## src/rtl/mrx_ctrl_if.sv

```systemverilog
// IQ sample stream between the RX datapath and mrx_ctrl: the raw input side
// plus the registered, framed capture output side.
interface mrx_ctrl_if #(
    parameter int DATA_WIDTH = 16,
    parameter int NCAP_WIDTH = 24
) ();
    logic [DATA_WIDTH-1:0] irx;
    logic [DATA_WIDTH-1:0] qrx;
    logic                  rx_in_valid;
    logic [DATA_WIDTH-1:0] itx_out;
    logic [DATA_WIDTH-1:0] qtx_out;
    logic                  rx_valid;
    logic                  rx_start;
    logic                  rx_tlast;
    logic [NCAP_WIDTH-1:0] samp_idx;

    // Sample source / capture consumer side
    modport master (
        output irx, qrx, rx_in_valid,
        input  itx_out, qtx_out, rx_valid, rx_start, rx_tlast, samp_idx
    );

    // Capture controller side
    modport slave (
        input  irx, qrx, rx_in_valid,
        output itx_out, qtx_out, rx_valid, rx_start, rx_tlast, samp_idx
    );
endinterface

```

## src/rtl/mrx_ctrl.sv

```systemverilog
// Receive sync validator: checks the transmitter's sync pulse length and, on an
// accepted falling edge, opens a fixed-length capture window over the IQ stream.
module mrx_ctrl #(
    parameter int DATA_WIDTH     = 16,
    parameter int GPIO_REG_WIDTH = 12,
    parameter int SYNC_BIT       = 0,
    parameter int SYNC_SIG_N     = 8750,
    parameter int SYNC_TOL       = 64,
    parameter int MIN_LOW        = 1024,
    parameter int NCAP_WIDTH     = 24,
    parameter int NCAP           = 40960
) (
    input  logic                      clk,
    input  logic                      reset,
    input  logic [GPIO_REG_WIDTH-1:0] gpio_in,
    mrx_ctrl_if.slave                 rx,
    output logic                      sync_locked,
    output logic                      sync_err,
    output logic [NCAP_WIDTH-1:0]     hi_len
);
    localparam logic [NCAP_WIDTH-1:0] HI_MIN   = NCAP_WIDTH'(2 * SYNC_SIG_N - SYNC_TOL);
    localparam logic [NCAP_WIDTH-1:0] HI_MAX   = NCAP_WIDTH'(2 * SYNC_SIG_N + SYNC_TOL);
    localparam logic [NCAP_WIDTH-1:0] HI_OVF   = NCAP_WIDTH'(2 * SYNC_SIG_N + SYNC_TOL + 1);
    localparam logic [NCAP_WIDTH-1:0] LOW_LAST = NCAP_WIDTH'(MIN_LOW - 1);
    localparam logic [NCAP_WIDTH-1:0] CAP_LAST = NCAP_WIDTH'(NCAP - 1);

    if (longint'(2 * SYNC_SIG_N + SYNC_TOL) >= (longint'(1) << NCAP_WIDTH)) begin : g_bad_width
        $error("mrx_ctrl: 2*SYNC_SIG_N+SYNC_TOL does not fit in NCAP_WIDTH bits");
    end
    if (SYNC_TOL >= 2 * SYNC_SIG_N) begin : g_bad_tol
        $error("mrx_ctrl: SYNC_TOL must be smaller than 2*SYNC_SIG_N");
    end

    typedef enum logic [1:0] {IDLE, ARMED, HIGH, CAPTURE} state_t;

    state_t                r_state;
    logic [NCAP_WIDTH-1:0] r_cnt;
    logic                  r_sync1, r_s, r_s_d;
    logic [DATA_WIDTH-1:0] r_itx_out, r_qtx_out;
    logic                  r_rx_valid, r_rx_start, r_rx_tlast;
    logic [NCAP_WIDTH-1:0] r_samp_idx;
    logic                  r_sync_locked, r_sync_err;
    logic [NCAP_WIDTH-1:0] r_hi_len;

    logic w_rise, w_fall, w_in_tol;
    logic w_gpio_unused;

    assign w_rise        = r_s & ~r_s_d;
    assign w_fall        = ~r_s & r_s_d;
    assign w_in_tol      = (r_cnt >= HI_MIN) && (r_cnt <= HI_MAX);
    assign w_gpio_unused = ^gpio_in;

    always_ff @(posedge clk) begin
        // NOTE: reset clears every register, sample outputs included, so a
        // reset mid-capture leaves all outputs at 0 the following cycle.
        if (reset) begin
            r_state       <= IDLE;
            r_cnt         <= '0;
            r_sync1       <= 1'b0;
            r_s           <= 1'b0;
            r_s_d         <= 1'b0;
            r_itx_out     <= '0;
            r_qtx_out     <= '0;
            r_rx_valid    <= 1'b0;
            r_rx_start    <= 1'b0;
            r_rx_tlast    <= 1'b0;
            r_samp_idx    <= '0;
            r_sync_locked <= 1'b0;
            r_sync_err    <= 1'b0;
            r_hi_len      <= '0;
        end else begin
            r_sync1       <= gpio_in[SYNC_BIT];
            r_s           <= r_sync1;
            r_s_d         <= r_s;
            r_rx_valid    <= 1'b0;
            r_rx_start    <= 1'b0;
            r_rx_tlast    <= 1'b0;
            r_sync_err    <= 1'b0;
            r_sync_locked <= 1'b0;

            case (r_state)
                IDLE: begin
                    if (r_s) begin
                        r_cnt <= '0;
                    end else if (r_cnt == LOW_LAST) begin
                        r_state <= ARMED;
                        r_cnt   <= '0;
                    end else begin
                        r_cnt <= r_cnt + 1'b1;
                    end
                end
                ARMED: begin
                    if (w_rise) begin
                        r_state <= HIGH;
                        r_cnt   <= NCAP_WIDTH'(1);
                    end
                end
                HIGH: begin
                    // The fall cycle's count equals the pin high time exactly.
                    if (w_fall) begin
                        r_hi_len <= r_cnt;
                        r_cnt    <= '0;
                        if (w_in_tol) begin
                            r_state       <= CAPTURE;
                            r_sync_locked <= 1'b1;
                        end else begin
                            r_state    <= IDLE;
                            r_sync_err <= 1'b1;
                        end
                    end else if (r_cnt > HI_MAX) begin
                        r_hi_len   <= HI_OVF;
                        r_sync_err <= 1'b1;
                        r_state    <= IDLE;
                        r_cnt      <= '0;
                    end else begin
                        r_cnt <= r_cnt + 1'b1;
                    end
                end
                CAPTURE: begin
                    r_sync_locked <= 1'b1;
                    if (rx.rx_in_valid) begin
                        r_itx_out  <= rx.irx;
                        r_qtx_out  <= rx.qrx;
                        r_rx_valid <= 1'b1;
                        r_samp_idx <= r_cnt;
                        r_rx_start <= (r_cnt == '0);
                        r_rx_tlast <= (r_cnt == CAP_LAST);
                        if (r_cnt == CAP_LAST) begin
                            r_state <= IDLE;
                            r_cnt   <= '0;
                        end else begin
                            r_cnt <= r_cnt + 1'b1;
                        end
                    end
                end
                default: begin
                    r_state <= IDLE;
                    r_cnt   <= '0;
                end
            endcase
        end
    end

    assign rx.itx_out  = r_itx_out;
    assign rx.qtx_out  = r_qtx_out;
    assign rx.rx_valid = r_rx_valid;
    assign rx.rx_start = r_rx_start;
    assign rx.rx_tlast = r_rx_tlast;
    assign rx.samp_idx = r_samp_idx;
    assign sync_locked = r_sync_locked;
    assign sync_err    = r_sync_err;
    assign hi_len      = r_hi_len;
endmodule

```

## src/flat_wrapper.sv

```systemverilog
// flat-port wrapper written by rule: the top's interface ports become plain ports
module mrx_ctrl_flat 
#(
    parameter int DATA_WIDTH     = 16,
    parameter int GPIO_REG_WIDTH = 12,
    parameter int SYNC_BIT       = 0,
    parameter int SYNC_SIG_N     = 8750,
    parameter int SYNC_TOL       = 64,
    parameter int MIN_LOW        = 1024,
    parameter int NCAP_WIDTH     = 24,
    parameter int NCAP           = 40960
)
  (clk, reset, gpio_in, sync_locked, sync_err, hi_len, rx_irx, rx_qrx, rx_rx_in_valid, rx_itx_out, rx_qtx_out, rx_rx_valid, rx_rx_start, rx_rx_tlast, rx_samp_idx);
  mrx_ctrl_if #(.DATA_WIDTH(DATA_WIDTH), .NCAP_WIDTH(NCAP_WIDTH)) rx_i ();
  input  logic clk;
  input  logic reset;
  input  logic [GPIO_REG_WIDTH-1:0] gpio_in;
  output logic sync_locked;
  output logic sync_err;
  output logic [NCAP_WIDTH-1:0] hi_len;
  input wire logic [$bits(rx_i.irx)-1:0] rx_irx;
  input wire logic [$bits(rx_i.qrx)-1:0] rx_qrx;
  input wire logic [$bits(rx_i.rx_in_valid)-1:0] rx_rx_in_valid;
  output wire logic [$bits(rx_i.itx_out)-1:0] rx_itx_out;
  output wire logic [$bits(rx_i.qtx_out)-1:0] rx_qtx_out;
  output wire logic [$bits(rx_i.rx_valid)-1:0] rx_rx_valid;
  output wire logic [$bits(rx_i.rx_start)-1:0] rx_rx_start;
  output wire logic [$bits(rx_i.rx_tlast)-1:0] rx_rx_tlast;
  output wire logic [$bits(rx_i.samp_idx)-1:0] rx_samp_idx;
  assign rx_i.irx = rx_irx;
  assign rx_i.qrx = rx_qrx;
  assign rx_i.rx_in_valid = rx_rx_in_valid;
  assign rx_itx_out = rx_i.itx_out;
  assign rx_qtx_out = rx_i.qtx_out;
  assign rx_rx_valid = rx_i.rx_valid;
  assign rx_rx_start = rx_i.rx_start;
  assign rx_rx_tlast = rx_i.rx_tlast;
  assign rx_samp_idx = rx_i.samp_idx;
  mrx_ctrl #(.DATA_WIDTH(DATA_WIDTH), .GPIO_REG_WIDTH(GPIO_REG_WIDTH), .SYNC_BIT(SYNC_BIT), .SYNC_SIG_N(SYNC_SIG_N), .SYNC_TOL(SYNC_TOL), .MIN_LOW(MIN_LOW), .NCAP_WIDTH(NCAP_WIDTH), .NCAP(NCAP)) u_core (.clk(clk), .reset(reset), .gpio_in(gpio_in), .rx(rx_i), .sync_locked(sync_locked), .sync_err(sync_err), .hi_len(hi_len));
endmodule
```

## config.mk

```make
export PLATFORM = sky130hd
export DESIGN_NAME = mrx_ctrl_flat
export DESIGN_NICKNAME = d
export VERILOG_FILES = /design/src/rtl/mrx_ctrl_if.sv /design/src/rtl/mrx_ctrl.sv /design/src/flat_wrapper.sv
export SDC_FILE = /design/constraint.sdc
export NUM_CORES = 1
export LEC_CHECK = 0
export CAP_MARGIN = 10
export CORE_ASPECT_RATIO = 0.8
export CORE_MARGIN = 4
export CORE_UTILIZATION = 40
export DETAILED_ROUTE_END_ITERATION = 6
export HOLD_SLACK_MARGIN = 0.02
export PLACE_DENSITY_LB_ADDON = 0.15
export RECOVER_POWER = 25
export SLEW_MARGIN = 30
export SYNTH_ARGS = -nofsm -noshare
export SYNTH_HDL_FRONTEND = slang
export SYNTH_SLANG_ARGS = --single-unit
export TNS_END_PERCENT = 100
```

## constraint.sdc

```tcl
create_clock -name clk -period 2.45 [get_ports clk]
set_clock_uncertainty 0.1 [all_clocks]
set_input_delay 0.49 -clock clk [delete_from_list [all_inputs] [get_ports clk]]
set_output_delay 0.49 -clock clk [all_outputs]
set_load 0.02 [all_outputs]
```

[Word-level counts from Yosys, hierarchy flattened]
Index checks and enable logic that the tools add are counted.
Storage, ports and cells
  bits of input ports: 47
  output and inout port bits: 85
  logic and storage cells: 73
  register bits after elaboration: 114
Operators by class
  $lt $le $gt $ge: 3
  add/subtract/negate cells: 1
  multiplexer cells: 26
  equal/unequal tests: 11
  bitwise gates (word level): 7
  reduce and logical (&&, ||, !) cells: 11
Operators with widths (number)
  2-to-1 mux 24 bit: 9
  one-hot mux 24 bit (4 select lines): 1
  adder 24 x 1 -> 24 bit (second input constant): 1
  == test 24 x 10 -> 1 bit (second input constant): 1
  == test 24 x 16 -> 1 bit (second input constant): 1
  greater-or-equal comparator 24 x 15 -> 1 bit (second input constant): 1
  greater-than comparator 24 x 15 -> 1 bit (second input constant): 1
  <= comparator 24 x 15 -> 1 bit (second input constant): 1
  logical NOT 24 bit: 1
  2-to-1 mux 2 bit: 8
  one-hot mux 2 bit (4 select lines): 1
  2-to-1 mux 1 bit: 6
  != test 2 x 1 -> 1 bit (second input constant): 3
  AND reduction 2 bit: 3
  AND reduction 6 bit: 1
  inverter 1 bit: 5
  == test 2 bit (second input constant): 2
  != test 2 bit (second input constant): 2
  OR reduction 2 bit: 2
  != test 3 x 1 -> 1 bit (second input constant): 1
  OR reduction 3 bit: 1
  bitwise AND 1 bit: 2
  == test 2 x 1 -> 1 bit (second input constant): 1
  logical NOT 2 bit: 1
  3 further kinds: 3

[Longest topological paths before layout]
Gate-level depths: netlist of the first run.
  depth after elaboration: 5
  gate-level depth with buffers: 8
  gate-level depth less buffers: 7

[Worst setup path after synthesis of the first run]
Ideal clock, no wire load.
  path kind: register to register
  from: reg u_core.r_cnt[1]
  to: reg u_core.r_cnt[14]
  stages on the path, launching flop included: 9
  data arrival time: 2.270 ns
  clock period less this slack: 2.485 ns
  setup time: 0.115 ns
  path buffers: 1
  slack: -0.035 ns
  required time: 2.235 ns
  cell sequence: dfxtp_1 -> ha_1 -> and3_1 -> nand4_1 -> or4_1 -> a21o_1 -> o31ai_4 -> buf_6 -> nor2_2
Between the ends
  word-level cells in the longest chain between the ends: 4
  elaborated cells on any way between the ends: 11
  classes of those cells: add/sub (1); order compare (1); eq/ne (2); mux (7)
Ends and longest elaborated chain
  start, declared: RTL line mrx_ctrl.sv:37  | logic [NCAP_WIDTH-1:0] r_cnt;
  start signal, assigned: RTL line mrx_ctrl.sv:89  | r_cnt <= r_cnt + 1'b1;
  start signal, assigned: RTL line mrx_ctrl.sv:116  | r_cnt <= r_cnt + 1'b1;
  start signal, assigned: RTL line mrx_ctrl.sv:132  | r_cnt <= r_cnt + 1'b1;
  adder 24 x 1 -> 24 bit (tied with other cells): RTL line mrx_ctrl.sv:89, mrx_ctrl.sv:116, mrx_ctrl.sv:132
  2-to-1 mux 24 bit (on tied branches): RTL line mrx_ctrl.sv:128, mrx_ctrl.sv:85, mrx_ctrl.sv:110
  2-to-1 mux 24 bit (on tied branches): RTL line mrx_ctrl.sv:121, mrx_ctrl.sv:83, mrx_ctrl.sv:100
  one-hot mux 24 bit (4 select lines) (*): RTL line mrx_ctrl.sv:81  | case (r_state)
Mark *: on every way between the ends. The rest lies on a longest branch, timed or not. The select of a mux whose other input is x is not followed.
A chain may end at the register's enable or synchronous reset.

[Worst setup path after layout of the first run]
  from: reg u_core.r_cnt[11]
  to: reg u_core.r_cnt[23]
Same word-level chain as after synthesis.

==> results of run 1 <==
==> registers in the layout (all words and copies together) (netlist names) <==
signal / cells
u_core.r_cnt: 24
u_core.r_s_d: 1
u_core.hi_len: 24
u_core.sync_locked: 1
u_core.rx.qtx_out: 16
u_core.r_s: 1
u_core.rx.rx_valid: 1
u_core.sync_err: 1
u_core.rx.samp_idx: 24
u_core.r_state: 2
u_core.r_sync1: 1
u_core.rx.itx_out: 16
u_core.rx.rx_tlast: 1
u_core.rx.rx_start: 1
==> metrics by stage <==
stage	std cells	total power [mW]	area [sq um]
after CTS	864	4.77	6950
after detailed placement	831	2.05	6290
after floorplan	562	1.96	4680
after global placement	831	2.05	6290
after global routing	871	4.88	7040
final	871	4.74	7040
==> how the worst min path moves through the flow <==
stage,endpoint,from,depth (start not counted),slack (ns)
final,u_core.sync_err,reset,2,0.31
after global routing,u_core.rx.rx_valid,reset,2,0.34
after CTS,u_core.sync_err,reset,2,0.31
after detailed placement,u_core.r_s,u_core.r_sync1,1,0.32
after global placement,u_core.r_s,u_core.r_sync1,1,0.34
after floorplan,u_core.r_s,u_core.r_sync1,1,0.31
==> timing repair <==
item,in CTS,in global routing
resized for setup,0,4
pin swaps,1,2
buffers inserted,1,5
cloned,0,2
endpoints found under the setup margin,1,27
==> final cells by class <==
type | count | area [sq um]
repair buffers | 178 | 1710
inverters | 5 | 18.8
flip-flops and latches | 114 | 2290
multi-input cells | 398 | 2200
fillers | 953 | 4110
clock buffers | 22 | 474
clock inverters | 10 | 179
well taps | 144 | 180
==> power by group through the flow <==
stage / registers [mW] / logic (mW) / clock network [mW]
2_1_floorplan: 1.91 / 0.0531 / 0
3_3_place_gp: 1.90 / 0.140 / 0
3_5_place_dp: 1.90 / 0.142 / 0
4_1_cts: 1.87 / 0.143 / 2.76
5_1_grt: 1.87 / 0.169 / 2.85
6_report: 1.87 / 0.157 / 2.72
==> critical path, cell delays in order (launching register included) <==
cell       delay, ns
dfxtp_1         0.35
or4_4           0.53
or4_4           0.53
a21o_4          0.24
o31ai_4         0.17
buf_6           0.16
clkbuf_16       0.16
nor2_2          0.04
==> logic make-up after synthesis <==
family / after synthesis / synth area share, %
compound gates: 133 / 17.4
fa+ha+maj: 2 / 0.537
simple gates: 246 / 25.5
flops: 114 / 49.0
xor+xnor: 17 / 3.19
buf+inv: 50 / 4.43
==> synthesized netlist by cell type (2+ instances only) <==
master      n  area, sq um
clkbuf_1   39          146
or2_2       2         12.5
and4_1      2         17.5
nor3_1      7         35.0
buf_6       2         22.5
o22ai_1     5         31.3
dfxtp_1   114         2280
nand3_1    12         60.1
buf_2       3         15.0
o211ai_1    3         22.5
nand2_1   147          552
o221a_2     7         78.8
nor2b_1     7         43.8
o21ba_2     2         20.0
xor2_1     12          105
a21oi_1    81          405
nor4_4      3         63.8
nand4_1     8         50.1
ha_1        2         25.0
nor2_2     10         62.6
o21ai_0    21          105
inv_1       5         18.8
nor4_1      5         31.3
nor3b_1     5         37.5
nor2_1     15         56.3
and3_1      9         56.3
xnor2_1     5         43.8
and2_1      4         25.0
or4_1       3         22.5
==> metal layers <==
metal | vias up | GRT usage, % | share of wire, %
met5 | - | 0 | 0
met1 | 2140 | 27.6 | 48
met4 | 0 | 5.55 | 1.0
li1 | 2229 | - | -
met3 | 13 | 5.15 | 6.5
met2 | 168 | 29.8 | 44
==> results.md, run 1 <==
* Top-Level Pins at around 130
* Post-Route WL at about 13000 um
* Fin util at between 60% and 70%
* Post-Syn Instances at around 560
* Vias in the first global route at ~4300
* # rows at 34
* Cell Area, Synth at between 4000 and 5000 sq um
* Max-slew headroom at between 20% and 30%
* PnR worst setup slack at 0.0403 ns
* YS warnings at 0
* Clock Latency Late Sink at ~0.4 ns
* Required @ worst endpoint at about 2.6 ns
* Internal Power at 3.83 mW
* RD Place Congestion at roughly 0.84
* CTS Sinks at ~110
* Register-to-Register Path Depth at 7
* Area Overhead vs Synth at 51.0%
* Max cap viols at 0
* Switch Pwr at roughly 0.91 mW
* Synth unique cells at a little over 50
* Worst-Margin Slew at roughly 1.1 ns
* Largest net degree at the start of global routing at 57
* CTS tree: done
* Clock Pin Slew Worst Setup and Hold Paths at 0.05 ns
* Setup TNS at 0 ns
* 1st-iter DRT viols at 299
* CP Data Arrival Time at 2.60 ns
* Max VDD drop at 0.482 mV
* Syn_nets at 611
* Clock power frac at 57.3%
* Crit path max fanout at 8
* H-tree levels at 4
* Num CTS Buffers at 17
* GRT Resource Usage Total at between 10% and 20%
* P per Cell Area at about 670 nW/um^2
* RSZ-0062 raised after global routing: yes
* Worst Setup SP: u_core.r_cnt[11]
* Syn_area_per_cell at between 8 and 9 sq um
* Critical path type: register to register
* Wire per inst at between 15 and 20 um
* Combinational power share at 3.3%
* Post-route ant nets at 0
* Fin nets at ~760
* Critical Path End Type: register
* First-pass GRT wire length at 21700 um
* Final period util at a little over nine tenths
* Commonest non-fill, non-tap cells in the layout: 147 x nand2_1, 118 x clkdlybuf4s50_1, 111 x dfxtp_1
* Setup violators final at 0
* Clock buffer depth at 2
* Core ar. at ~11000 sq um
* Pre-CTS WS at -0.0134 ns
* Detailed placement HPWL at ~9200 um
* Initial Util at about two fifths
* Drt drc at 0
* CP Launch Type: register
* Most common cell after layout, fill and taps aside: nand2_1
* Seq cells post-synth at between 100 and 150
* Post-synthesis async set-or-reset flop share at 0%
* Setup crit end: u_core.r_cnt[23]
* Routed via count at 4550
* Sequential share of the synthesized area at 49.0%
* Grt ovf at 0
* Initial antenna violation count at 0
* Hold buffers post-CTS at 0
* Slew Limit Fails at 0
* Buffers on Ports at 120
* Leak at between 2 and 3 nW
* Reg-to-Reg Start: u_core.r_cnt[11]
* DRT Pass-1 Iters at 5
* Status: finished, final reports clean
* Die Ht at ~100 um
* Antenna Cells at 0
* Final hold viol count at 0
* Capture point of the worst reg-to-reg path: u_core.r_cnt[23]
* Worst hold path class: input pin to register
* Sequential Power Share at around two fifths
* WHS at about 0.3 ns
* Die footprint at about 13000 sq um
* Root Driver: clkbuf_16
* Via density at roughly 5.2
* Die span in x at between 100 and 150 um
* Number of flops mapped to enable cells by yosys at 0
* Fmax at 415 MHz
* Main synth FF type: dfxtp_1
* Share of cells above drive strength 1 at roughly 17%
* Min Clock Period, post-route at around 2.4 ns
* R2R setup slack at approximately 0.040 ns
* Sw Share at around 19%
(Power assumes the default switching activity.)
==> run 2: changes to the inputs <==
--- a/config.mk
+++ b/config.mk
@@ -12,7 +12,7 @@
 export DETAILED_ROUTE_END_ITERATION = 6
 export HOLD_SLACK_MARGIN = 0.02
 export PLACE_DENSITY_LB_ADDON = 0.15
-export RECOVER_POWER = 25
+export RECOVER_POWER = 100
 export SLEW_MARGIN = 30
 export SYNTH_ARGS = -nofsm -noshare
 export SYNTH_HDL_FRONTEND = slang
==> run 2 against run 1 <==
  * Combinational power barely moved
  * Sequential power barely moved
  * Largest power group unchanged
  * Clock-buffer cell count did not move
  * Via count barely moved
  * Largest cell class unchanged
  * Global-route usage did not move
  * Die area did not move
  * Routed wire length fell by 0.21%
  * Design area did not move
  * Cell count did not move
  * Register-to-register slack barely moved
  * Worst hold slack improved by 0.0058 ns
  * Worst setup slack got worse by 0.0016 ns
==> results.md, run 2 (synthesized netlist as in run 1, its figures left out) <==
* Slew Limit Fails at 0 (unchanged)
* Max VDD drop at 0.482 mV (about the same)
* Capture point of the worst reg-to-reg path: u_core.r_cnt[23]
* Register area at 2290 sq um (unchanged)
* CP max stage cell: or4_4
* Post-route ant nets at 0 (unchanged)
* Met1 usage at 27.6% (unchanged)
* Multi-input gate area at 2200 sq um (unchanged)
* Clock Pin Slew Worst Setup and Hold Paths at 0.05 ns (about the same)
* Antenna Cells at 0 (unchanged)
* Drt drc at 0 (unchanged)
* Non-filler cells, final at 871 (unchanged)
* Largest net degree at the start of global routing at 57 (unchanged)
* RD Place Congestion at 0.837 (unchanged)
* Clock Latency Late Sink at 0.40 ns (about the same)
* Min Clock Period, post-route at 2.41 ns (+0.00161 ns)
* Worst-Margin Slew at 1.10 ns (+0.00411 ns)
* Reg-to-Reg Start: u_core.r_cnt[14]
* Max-slew headroom at 26.6% (-0.27 points)
* Initial Util at 41.8% (unchanged)
* Root Driver: clkbuf_16
* CTS Sinks at 114 (unchanged)
* Setup crit end: u_core.r_cnt[23]
* Worst hold path class: input pin to register
* Fillers at 953 (unchanged)
* RSZ-0062 raised after global routing: yes
* Die Ht at 105 um (unchanged)
* Worst Setup SP: u_core.r_cnt[14]
* Leak at 2.82 nW (+12%)
* Most common cell after layout, fill and taps aside: nand2_1
* Inst Count DP at 831 (unchanged)
* Status: finished, final reports clean
* Required @ worst endpoint at 2.69 ns (+0.05 ns)
* Setup violators final at 0 (unchanged)
* Slowest cell delay on critical path at 0.57 ns (+0.04 ns)
* # rows at 34 (unchanged)
* CTS tree: done
* Crit path cell chain: and4bb_1 > nand2_1 > or4_4 > a211oi_4 > buf_6 > o31ai_4 > buf_6 > clkbuf_16 > nor2_2
* Vias in the first global route at 4326 (unchanged)
* Fin nets at 763 (unchanged)
* First-pass GRT wire length at 21700 um (unchanged)
* Grt met3 use at 5.15% (unchanged)
* Wire per inst at 15.3 um (-0.21%)
* Critical Path End Type: register
* Register-to-Register Path Depth at 9 (+2)
* CP Launch Type: register
* Post-Route WL at 13300 um (-0.21%)
* GR Util met2 at 29.8% (unchanged)
* Initial antenna violation count at 0 (unchanged)
* Num CTS Buffers at 17 (unchanged)
* CP delay by family, top: simple AND/OR/NAND/NOR gates
* Commonest non-fill, non-tap cells in the layout: 147 x nand2_1, 111 x dfxtp_1, 86 x dlygate4sd3_1
* Hold buffers post-CTS at 0 (unchanged)
* Clock buffer depth at 2 (unchanged)
* Final hold viol count at 0 (unchanged)
* Critical path type: register to register
* Crit path max fanout at 8 (unchanged)
* Buf+Inv Stages, Crit Path at 3 (+1)
* WHS at 0.315 ns (+0.00579 ns)
* DRT Pass-1 Iters at 5 (unchanged)
* R2R setup slack at 0.04 ns (about the same)
* Final period util at 98.4% (about the same)
* Max cap viols at 0 (unchanged)
* Placed Area at 6290 sq um (unchanged)
* Core ar. at 11100 sq um (unchanged)
* Grt ovf at 0 (unchanged)
* Die span in x at 129 um (unchanged)
* Most used cell, CP: buf_6
* H-tree levels at 4 (unchanged)
* Final instance area at 7040 sq um (unchanged)
* Share of cells above drive strength 1 at 17.5% (unchanged)
* GRT Resource Usage Total at 19.6% (unchanged)
* Die footprint at 13500 sq um (unchanged)
* Routed via count at 4548 (-0.044%)
* Busiest grt layer: met2
* CP Data Arrival Time at 2.65 ns (+0.05 ns)
* Detailed placement HPWL at 9250 um (unchanged)
* P per Cell Area at 674 nW/um^2 (about the same)
* Buffers on Ports at 120 (unchanged)
* Via density at 5.22 (about the same)
* Fmax at 415 MHz (about the same)
* CP Depth at 9 (+2)
* Area Overhead vs Synth at 51.0% (unchanged)
* 1st-iter DRT viols at 283 (-5.4%)
* Top-Level Pins at 132 (unchanged)
-- run 2: worst min-delay path by stage --
stage / start / end / slack [ns] / cells past startpoint
after floorplan: u_core.r_sync1 / u_core.r_s / 0.31 / 1
final: reset / u_core.sync_err / 0.32 / 2
after global placement: u_core.r_sync1 / u_core.r_s / 0.34 / 1
after CTS: reset / u_core.sync_err / 0.31 / 2
after global routing: reset / u_core.rx.rx_valid / 0.34 / 2
after detailed placement: u_core.r_sync1 / u_core.r_s / 0.32 / 1
-- run 2: repair_timing --
item	CTS	global route
endpoints found under the setup margin	1	27
resized for setup	0	4
cloned	0	2
setup buffers	1	5
pin swaps	1	2
-- run 2: final cells by class --
cell class / count / area share, %
Clock buffer: 22 / 6.74
Clock inverter: 10 / 2.54
Inverter: 5 / 0.267
Multi-Input combinational cell: 398 / 31.2
Sequential cell: 114 / 32.5
Tap cell: 144 / 2.56
Timing Repair Buffer: 178 / 24.2
-- run 2: worst register-to-register path: cells and delay by family (launching register included) --
kind,cells,cell delay [ns]
AO/OA/AOI/OAI,2,0.30
buffers and inverters,3,0.48
flip-flops,1,0.45
AND/OR/NAND/NOR,4,1.02
-- run 2: routing by layer --
metal	part of all wire (%)	vias to the layer above
met4	1.2	0
met2	44	158
met1	49	2141
li1	-	2234
met5	0	-
met3	6.3	15
-- run 2: through the flow --
step	setup WS (ns)	TNS, ns	utilization (%)	power [mW]
finish	0.0387	0	63.2	4.74
global route	-0.0531	-0.359	63.2	4.88
CTS	0.0271	0	62.3	4.77
detailed placement	-0.0134	-0.0134	56.4	2.05
global placement	0.0437	0	56.4	2.05
floorplan	0.00356	0	-	1.96
-- run 2: power by group --
part | total [mW] | internal (mW) | switching, mW | leakage [nW]
sequential | 1.87 | 1.86 | 0.00387 | 0.920
clock | 2.72 | 1.88 | 0.841 | 0.324
combinational | 0.157 | 0.0861 | 0.0706 | 1.58
==> run 3: changes to the inputs <==
--- a/config.mk
+++ b/config.mk
@@ -5,6 +5,7 @@
 export SDC_FILE = /design/constraint.sdc
 export NUM_CORES = 1
 export LEC_CHECK = 0
+export ABC_CLOCK_PERIOD_IN_PS = 2450
 export CAP_MARGIN = 10
 export CORE_ASPECT_RATIO = 0.8
 export CORE_MARGIN = 4
==> results of run 3 <==
The final DEF is identical to that of run 2; final timing and power are the same.
